$ cat src/rtl/ifetch_unit.sv
// Instruction fetch front end: in-order imem requests, tagged response buffer, decode handshake.
// Optional misaligned-PC detection is enabled by defining IFETCH_MISALIGN_CHECK_EN.
module ifetch_unit #(
  parameter int unsigned Width = 32,
  parameter int unsigned Depth = 2
) (
  input  logic             clk,
  input  logic             reset,
  input  logic [Width-1:0] pc,
  output logic [Width-1:0] pc_next,
  input  logic             redirect,
  input  logic [Width-1:0] redirect_pc,
  output logic             imem_req_valid,
  input  logic             imem_req_ready,
  output logic [Width-1:0] imem_req_addr,
  input  logic             imem_rsp_valid,
  input  logic [31:0]      imem_rsp_data,
  output logic             inst_valid,
  input  logic             inst_ready,
  output logic [31:0]      inst,
  output logic [Width-1:0] inst_pc,
  output logic             misalign_fault
);

  localparam int unsigned InstW = 32;
  localparam int unsigned PtrW  = $clog2(Depth);
  localparam int unsigned CntW  = $clog2(Depth + 1);

  typedef enum logic [0:0] {FETCH, DRAIN} state_e;

  state_e            state_q, state_d;
  logic [PtrW-1:0]   head_q, head_d, tail_q, tail_d;
  logic [CntW-1:0]   occ_q, occ_d;
  logic [CntW-1:0]   pend_q, pend_d;
  logic [CntW-1:0]   stale_q, stale_d;
  logic [Width-1:0]  ent_pc_q [Depth];
  logic [Width-1:0]  ent_pc_d [Depth];
  logic [InstW-1:0]  ent_data_q [Depth];
  logic [InstW-1:0]  ent_data_d [Depth];

  logic              block_c;
  logic              req_fire_c;
  logic              pop_c;
  logic              rsp_fill_c;
  logic [PtrW-1:0]   fill_idx_c;

`ifdef IFETCH_MISALIGN_CHECK_EN
  logic fault_q, fault_d;

  // Sticky until a redirect; a misaligned PC seen in FETCH raises it at the next edge.
  always_comb begin
    fault_d = fault_q;
    if (redirect) begin
      fault_d = 1'b0;
    end else if ((state_q == FETCH) && (pc[1:0] != 2'b00)) begin
      fault_d = 1'b1;
    end
  end

  always_ff @(posedge clk or posedge reset) begin
    if (reset) begin
      fault_q <= 1'b0;
    end else begin
      fault_q <= fault_d;
    end
  end

  assign block_c        = (pc[1:0] != 2'b00) || fault_q;
  assign misalign_fault = fault_q;
`else
  assign block_c        = 1'b0;
  assign misalign_fault = 1'b0;
`endif

  // Entries between head and the fill point hold data; the rest await responses.
  assign fill_idx_c     = head_q + PtrW'(occ_q - pend_q);

  assign imem_req_valid = !reset && (state_q == FETCH) && (occ_q < CntW'(Depth))
                          && !redirect && !block_c;
  assign imem_req_addr  = pc;
  assign req_fire_c     = imem_req_valid && imem_req_ready;
  assign pc_next        = redirect ? redirect_pc : (req_fire_c ? pc + Width'(4) : pc);

  assign inst_valid     = (occ_q != pend_q) && !redirect;
  assign inst           = ent_data_q[head_q];
  assign inst_pc        = ent_pc_q[head_q];
  assign pop_c          = inst_valid && inst_ready;
  assign rsp_fill_c     = imem_rsp_valid && (state_q == FETCH) && !redirect && (pend_q != '0);

  always_comb begin
    state_d    = state_q;
    head_d     = head_q;
    tail_d     = tail_q;
    occ_d      = occ_q;
    pend_d     = pend_q;
    stale_d    = stale_q;
    ent_pc_d   = ent_pc_q;
    ent_data_d = ent_data_q;
    case (state_q)
      FETCH: begin
        if (redirect) begin
          // A response landing in the redirect cycle is dropped here, not counted as stale.
          head_d  = '0;
          tail_d  = '0;
          occ_d   = '0;
          pend_d  = '0;
          stale_d = pend_q - CntW'(imem_rsp_valid && (pend_q != '0));
          state_d = (stale_d != '0) ? DRAIN : FETCH;
        end else begin
          if (req_fire_c) begin
            ent_pc_d[tail_q] = pc;
            tail_d           = tail_q + PtrW'(1);
          end
          if (rsp_fill_c) begin
            ent_data_d[fill_idx_c] = imem_rsp_data;
          end
          if (pop_c) begin
            head_d = head_q + PtrW'(1);
          end
          occ_d  = occ_q + CntW'(req_fire_c) - CntW'(pop_c);
          pend_d = pend_q + CntW'(req_fire_c) - CntW'(rsp_fill_c);
        end
      end
      DRAIN: begin
        if (imem_rsp_valid && (stale_q != '0)) begin
          stale_d = stale_q - CntW'(1);
        end
        if (stale_d == '0) begin
          state_d = FETCH;
        end
      end
      default: state_d = FETCH;
    endcase
  end

  always_ff @(posedge clk or posedge reset) begin
    if (reset) begin
      state_q <= FETCH;
      head_q  <= '0;
      tail_q  <= '0;
      occ_q   <= '0;
      pend_q  <= '0;
      stale_q <= '0;
      for (int i = 0; i < Depth; i++) begin
        ent_pc_q[i]   <= '0;
        ent_data_q[i] <= '0;
      end
    end else begin
      state_q    <= state_d;
      head_q     <= head_d;
      tail_q     <= tail_d;
      occ_q      <= occ_d;
      pend_q     <= pend_d;
      stale_q    <= stale_d;
      ent_pc_q   <= ent_pc_d;
      ent_data_q <= ent_data_d;
    end
  end

endmodule
$ cat config.mk
export PLATFORM = sky130hd
export DESIGN_NAME = ifetch_unit
export DESIGN_NICKNAME = d
export VERILOG_FILES = /design/src/rtl/ifetch_unit.sv
export SDC_FILE = /design/constraint.sdc
export NUM_CORES = 1
export LEC_CHECK = 0
export BUFFER_PORTS_ARGS = -buffer_cell sky130_fd_sc_hd__buf_2
export CORE_AREA = 10 10 117 145
export CTS_BUF_LIST = sky130_fd_sc_hd__clkbuf_2 sky130_fd_sc_hd__clkbuf_4 sky130_fd_sc_hd__clkbuf_8
export DETAILED_ROUTE_END_ITERATION = 12
export DIE_AREA = 0 0 127 155
export PLACE_DENSITY = 0.81
export SLEW_MARGIN = 10
export SYNTH_ARGS = -nofsm -noshare
export SYNTH_HDL_FRONTEND = slang
export SYNTH_SLANG_ARGS = --single-unit
$ cat constraint.sdc
create_clock -name clk -period 4.9 [get_ports clk]
set_input_delay 0.49 -clock clk [delete_from_list [all_inputs] [get_ports clk]]
set_output_delay 0.49 -clock clk [all_outputs]
set_load 0.01 [all_outputs]
After elaboration in Yosys (flattened, before gate mapping)
Cells that the tools add are included.

cells by class
  $add $sub $neg = 11
  $mul = 0
  div/mod/pow operators = 0
  magnitude comparators = 6
  equality and inequality tests = 2
  shift operators = 0
  mux-type cells = 28
  bitwise logic cells = 5
  reductions and logical operators = 25

operator list
  cell                                                        count
  two-way mux 32 bit                                          10
  bitwise mux 64 bit                                          2
  demux 32 bit (select 1 bit)                                 2
  adder 32 x 3 -> 32 bit, second input constant               1
  logical AND 1 bit                                           13
  two-way mux 2 bit                                           5
  nonzero test 2 bit                                          5
  two-way mux 1 bit                                           7
  greater-or-equal comparator 2 bit, second input constant    3
  inverter 1 -> 2 bit                                         3
  AND reduction 3 bit                                         2
  subtractor 2 x 1 -> 2 bit                                   3
  adder 2 x 1 -> 2 bit                                        2
  less-than comparator 2 x 1 -> 1 bit, second input constant  2
  one-hot mux 2 bit (2 select lines)                          1
  AND reduction 2 bit                                         2
  adder 1 bit, second input constant                          2
  logical NOT 1 bit                                           2
  logical NOT 2 bit                                           1
  less-than comparator 2 bit, second input constant           1
  != test 2 bit                                               1
  != test 2 bit, second input constant                        1
  inverter 1 bit                                              2
  one-hot mux 1 bit (2 select lines)                          1
  other kinds (3)                                             3

storage, ports and cells
  bits in registers = 137
  latch bits = 0
  bits in writable memories = 0
  ROM bits = 0
  bits of input ports = 102
  output and inout port bits = 131
  logic and storage cells = 87
  memories kept = 0

Depth between registers and ports, before layout
Gate-level depths: netlist (run 1).

  depth after elaboration = 8
  depth in mapped cells = 10
  depth with buffers taken out = 9

Least setup slack after synthesis (run 1)
Ideal clock, no wire load.

  path type = input to output
  start = input redirect
  end = output pc_next[27]
  data arrival time = 2.327 ns
  data required time = 4.410 ns
  slack = 2.083 ns
  stages = 5
  path buffers = 1
  cell sequence = or4b_4 -> or4_1 -> buf_2 -> or4_1 -> a31oi_1

on the way
  cells in the longest elaborated chain, start to end = 5

RTL lines
  item                    line  RTL
  start, declared         11    input logic redirect,
  logical NOT 1 bit       79    && !redirect && !block_c;
  logical AND 1 bit       79
  logical AND 1 bit       81    assign req_fire_c = imem_req_valid && imem_req_ready;
  two-way mux 32 bit      82    assign pc_next = redirect ? redirect_pc : (req_fire_c ? pc + Width'(4) : pc);
  two-way mux 32 bit (*)  82
  end, declared           10    output logic [Width-1:0] pc_next,

Mark *: on every way between the ends. The rest lies on a longest branch, timed or not.

Worst setup path in the final report (run 1)
  start = register state_q
  end = output pc_next[31]

on the way
  cells in the longest elaborated chain, start to end = 7

RTL lines
  item                             line  RTL
  start, declared                  31    state_e state_q, state_d;
  start signal, assigned           149   state_q <= state_d;
  inverter 1 bit (no source line)  --
  logical AND 1 bit (2 in a row)   78    assign imem_req_valid = !reset && (state_q == FETCH) && (occ_q < CntW'(Depth))
  logical AND 1 bit                79
  logical AND 1 bit                81
  two-way mux 32 bit (2 in a row)  82

No other way between the ends.

==> results of run 1 <==
layer usage:
layer  global-route usage [%]  vias up  part of all wire, %  routed length (um)
li1                         -     2637                    -                   -
met1                     21.1     2755                   40                7560
met2                     31.9      235                   49                9340
met3                     8.19       37                  9.5                1820
met4                     6.14        2                  2.0                 381
met5                        0        -                0.094                  18
worst min-delay path by stage:
| stage | start | end | depth (start not counted) |
|---|---|---|---|
| 4_1_cts | reset | ent_data_q[59] | 2 |
| 3_5_place_dp | ent_data_q[24] | ent_data_q[24] | 1 |
| 2_1_floorplan | ent_pc_q[10] | ent_pc_q[10] | 2 |
| 6_report | reset | ent_pc_q[40] | 2 |
| 5_1_grt | imem_rsp_data[23] | ent_data_q[55] | 2 |
| 3_3_place_gp | ent_pc_q[21] | ent_pc_q[21] | 2 |
registers in the layout (all words and copies together) (netlist names):
signal	count
head_q	1
ent_pc_q	64
state_q	1
pend_q	2
stale_q	2
ent_data_q	64
occ_q	2
tail_q	1
cells by family (layout without fill, tap and decap cells):
group / count (synthesis) / count (layout) / synth area share [%]
AOI/OAI and AO/OA: 69 / 69 / 5.71
xor gates and xnor gates: 16 / 16 / 1.91
and+or+nand+nor: 129 / 129 / 9.15
other: 1 / 1 / 0.0511
adders and majority gates: 7 / 7 / 1.19
muxes: 191 / 191 / 29.3
DFF: 137 / 137 / 46.7
buffers and inverters: 85 / 284 / 6.05
report_power, final:
group / switching, uW / internal, uW / total [uW]
logic: 879 / 1100 / 1980
clock network: 466 / 523 / 988
registers: 345 / 1650 / 2000
synthesized netlist by cell type (3+ instances only):
cell      instances
or3_1             6
xor2_1            5
nor2b_1           3
a21oi_1           6
nor4_1            4
nor2_1           19
a31oi_1          13
inv_1            16
buf_1            10
clkbuf_1         25
mux2_2          188
o31ai_1           8
nor3_1            8
o21ai_0          28
nand4_1           6
buf_4            33
or4_1            16
o211ai_1          9
nand2_1          37
nand3_1          20
ha_1              7
xnor2_1          11
dfrtp_1         137
nand4b_1          3
through the flow:
stage / instances / cell area (um2) / total power, uW / hold WS (ns) / util (%)
global placement: 980 / 8400 / 3950 / 0.464 / 59.1
detailed placement: 980 / 8400 / 4030 / 0.475 / 59.1
CTS: 1012 / 8830 / 5030 / 0.240 / 62.1
floorplan: 635 / 7340 / 3290 / 0.444 / -
global route: 1012 / 8830 / 5330 / 0.250 / 62.1
finish: 1012 / 8830 / 4970 / 0.232 / 62.1
final cells by class:
| type | count | area (um2) |
|---|---|---|
| fillers | 1166 | 5400 |
| repair buffers | 236 | 1190 |
| clock buffers | 18 | 241 |
| clock inverters | 14 | 186 |
| inverters | 16 | 65.1 |
| multi-input cells | 413 | 3490 |
| well taps | 178 | 223 |
| flip-flops and latches | 137 | 3430 |
==> results.yml, run 1 <==
status:
  status: "finished, final reports clean"
power:
  power.density_mw_per_mm2: 563
  leakage_uw: 0.00426
  peakVddDrop_uv: 352
timing:
  fin_tns_setup_ns: 0
  slew_headroom_pct: 17.8
  min_period_ns: 3.82
  max_freq_mhz: 262
  setup_violations: 0
  worst-slew-pin-transition_ns: 1.22
  drv_slew: 0
  finalCritPeriodShare_pct: 77.9
  finClkSkew_ns: 0.0178
  hold_violations: 0
  rsz0062_at_grt: "no"
  worst_slack_ns: 1.08
clock_tree:
  clkTransAtPathRegs_ns: 0.08
  cts_tree: "done"
  cts_resized: 0
  htreeDepth: 4
  insertion_delay_ns: 0.44
  root_buffer: "clkbuf_8"
  clock-sinks: 137
  cts_made_buffers: 17
  postCtsSetupBuffers: 0
  cts_hold_buf: 0
  cts_max_path_buffers: 2
logic_synthesis:
  yosysTopAreaCell: "dfrtp_1"
  yosysWarnings: 0
  syn_area_per_cell_um2: 11.6
  mappedNetlistNets: 744
  synth_edf_count: 0
  ys_types: 36
  syn_inst: 635
  synthArstFlopShare_pct: 100
  synth_top_area_share_pct: 46.7
  synth_seq_cells: 137
  syn_area_mm2: 0.00734
  ys.flop_type: "dfrtp_1"
  synthTopCellsByArea: "dfrtp_1, mux2_2, buf_4, o21ai_0, nand2_1"
  ys_seq_area_share_pct: 46.7
drt:
  wirelength_um: 19100
  drcViolationCount: 0
  wl_per_cell_um: 18.9
  vias: 5666
  ant_nets: 0
  viasPerCell: 5.60
  dr.pass1.iters: 4
  drtIter0Drc: 292
global_routing:
  grt_pass1_vias: 6085
  antenna_found_initial: 1
  grt-ovfl-total: 0
  grt_pass1_wl_um: 30900
  grt_max_degree: 89
  track_usage_pct: 19.0
worst_setup_path:
  critPathMaxStageDelay_ns: 0.80
  crit_fanout: 21
  worst_path_max_delay_cell: "or4_1"
  crit_arrival_ns: 3.33
  r2r-end: "ent_pc_q[57]"
  cp.required_ns: 4.41
  worstSetupEndpoint: "pc_next[31]"
  critical_path_class: "register to output port"
  r2r-start: "state_q"
  ff2ff_path_depth: 4
  crit_family: "simple AND/OR/NAND/NOR gates"
  cp_num_cells: 5
  path_buf_inv: 1
  cp-start-kind: "register"
  reg2reg_slack_ns: 2.24
  worstSetupEndpointType: "output port"
  path_cells: "or4b_4 > or4_1 > or4_1 > a31oi_1 > buf_2"
  crit_start: "state_q"
  cp_common_cell: "or4_1"
die:
  die_x_um: 127
  initial_core_util_pct: 51.6
  fp.dieH_um: 155
  die_area_mm2: 0.0197
  core_mm2: 0.0142
  ios: 233
  rows: 49
layout:
  nets: 930
  layout_commonest_cell: "buf_2"
  synthToLayoutAreaGrowth_pct: 20.2
  n_antenna_cell: 0
  final_cell_mix: "buf_2, mux2_2, dfrtp_1"
  layout-drive-gt1-share_pct: 55.5
place:
  place.gp.congestion: 0.867
  dp_slack_ns: 1.50
  port_buffers: 231
  dp_hpwl_um: 14200
worst_hold_path:
  worstHoldPathType: "primary input to asynchronous set/reset pin"
job:
  max_cap_violations: 0
Power figures use the tool's default switching activity.
==> inputs of run 2 (changes only) <==
- CORE_AREA: 10 10 117 145 -> 10 10 122 152
- DIE_AREA: 0 0 127 155 -> 0 0 132 162
- PLACE_DENSITY: 0.81 -> 0.78
- clock period: 4.9 -> 3.2 ns (I/O delays scaled with it)
==> run 2 against run 1 <==
Die area grew 8.6%. Global-route usage down 1.4 points. Sequential power grew 46%. Total power is 51% higher. Utilization is 4.2 points lower. Non-clock buffer count up 12. Clock power grew 42%. Critical path type unchanged. Largest power group is now combinational logic.
==> results.yml, run 2 (synthesis results as in run 1) <==
die:
  initial_core_util_pct: 47.4
  ios: 233
  core_mm2: 0.0155
  die_x_um: 132
  fp.dieH_um: 162
  rows: 51
  die_area_mm2: 0.0214
layout:
  n_fill_cell: 1336
  largestRegisters: "ent_data_q x64, ent_pc_q x64"
  n_antenna_cell: 0
  nets: 942
  design_area_mm2: 0.00897
  final_cell_mix: "buf_2, mux2_2, dfrtp_1"
  synthToLayoutAreaGrowth_pct: 22.2
  layout-drive-gt1-share_pct: 56.5
  layout_commonest_cell: "buf_2"
job:
  max_cap_violations: 0
clock_tree:
  cts_made_buffers: 17
  clock-sinks: 137
  root_buffer: "clkbuf_8"
  cts_max_path_buffers: 2
  clkTransAtPathRegs_ns: 0.08
  insertion_delay_ns: 0.44
  cts_tree: "done"
  htreeDepth: 4
worst_hold_path:
  min_path_cells: 2
  worstHoldPathType: "primary input to register"
power:
  peakVddDrop_uv: 498
  pwr-share-comb_pct: 42.4
  power.share.clock_pct: 18.6
  finalPower_uw: 7510
  switching_share_pct: 35.0
  power.density_mw_per_mm2: 838
  leakage_uw: 0.00431
  pwr-share-seq_pct: 39.0
  p_int_uw: 4890
  p_switching_uw: 2630
timing:
  min_period_ns: 3.17
  rsz0062_at_grt: "yes"
  hold_violations: 0
  fin_tns_setup_ns: 0
  setup_violations: 0
  drv_slew: 0
  max_freq_mhz: 315
  slew_headroom_pct: 29.3
  finClkSkew_ns: 0.0129
  whs_ns: 0.106
  finalCritPeriodShare_pct: 99.1
  worst-slew-pin-transition_ns: 1.06
worst_setup_path:
  critical_path_class: "register to output port"
  cp-start-kind: "register"
  critPathMaxStageDelay_ns: 0.52
  crit_fanout: 11
  reg2reg_slack_ns: 0.74
  worstSetupEndpointType: "output port"
  path_buf_inv: 2
  cp.required_ns: 2.88
  cp_num_cells: 6
  ff2ff_path_depth: 6
  crit_arrival_ns: 2.85
  path_cells: "or4b_4 > or4_4 > buf_12 > or4_1 > a31oi_1 > buf_2"
  worst_path_max_delay_cell: "or4_4"
  crit_family: "simple AND/OR/NAND/NOR gates"
drt:
  vias: 5735
  viasPerCell: 5.42
  dr.pass1.iters: 5
  wirelength_um: 19400
  drcViolationCount: 0
  drtIter0Drc: 260
  wl_per_cell_um: 18.4
  ant_nets: 0
global_routing:
  track_usage_pct: 17.6
  grt_max_degree: 88
  grt_pass1_vias: 6048
  grt-ovfl-total: 0
  antenna_found_initial: 0
  grt_pass1_wl_um: 31100
place:
  placed_area_mm2: 0.00851
  port_buffers: 231
  place.gp.congestion: 0.836
  dp_hpwl_um: 14300
status:
  status: "finished, final reports clean"
-- run 2: cell types whose count changed in the layout (fill, tap and decap cells not counted), sizes merged --
| cell | previous run | this run |
|---|---|---|
| buf | 236 | 247 |
| inv | 22 | 24 |
| clkinvlp | 2 | 5 |
| bufinv | 3 | 1 |
| clkinv | 3 | 1 |
-- run 2: worst register-to-register path: stages (launching register included) --
cell and delay [ns]:
dfrtp_1 0.40, buf_4 0.19, nor3_1 0.34, nand2_1 0.33, nor2_4 0.48, buf_12 0.24
mux2_2 0.36
-- run 2: final timing paths --
path                                    from             end
setup / recovery                    occ_q[1]     pc_next[31]
hold / removal             imem_rsp_data[24]  ent_data_q[24]
setup reg to reg                     state_q    ent_pc_q[53]
hold reg to reg               ent_data_q[24]  ent_data_q[24]
max in group asynchronous              reset   ent_data_q[8]
min in group asynchronous              reset         state_q
-- run 2: area by class of cell --
type,instances,area (um2),share of cell area (%)
flip-flops and latches,137,3430,38.2
inverters,16,63.8,0.711
multi-input cells,413,3500,39.0
repair buffers,248,1330,14.8
clock buffers,17,234,2.61
well taps,212,265,2.96
clock inverters,15,155,1.73
-- run 2: layer usage --
layer | track usage [%] | up-vias | part of all wire (%)
met4 | 4.10 | 0 | 0.88
met2 | 30.1 | 244 | 49
met1 | 20.1 | 2812 | 42
met3 | 7.13 | 17 | 8.6
met5 | 0 | - | 0
li1 | - | 2662 | -
-- run 2: repair_timing --
action                     4_1_cts  5_1_grt
hold buffers                     0        0
pin swaps                        0        3
gates resized for setup          4        2
buffers inserted                 1        2
gates cloned                     0        1
setup endpoints to repair        8        5
-- run 2: power by group through the flow --
stage          clock, uW  combinational, uW  sequential [uW]
5_1_grt             1510               3510             3020
6_report            1400               3190             2930
2_1_floorplan          0               2220             2820
3_5_place_dp           0               3210             2970
4_1_cts             1440               3250             2930
3_3_place_gp           0               3160             2920
-- run 2: per-stage QoR --
step | setup slack (ns) | instances | utilization [%]
after floorplan | 0.610 | 635 | -
after global placement | 0.402 | 1022 | 54.9
after detailed placement | 0.386 | 1022 | 54.9
after CTS | -0.0360 | 1055 | 57.5
after global routing | -0.0843 | 1058 | 57.9
final | 0.0273 | 1058 | 57.9
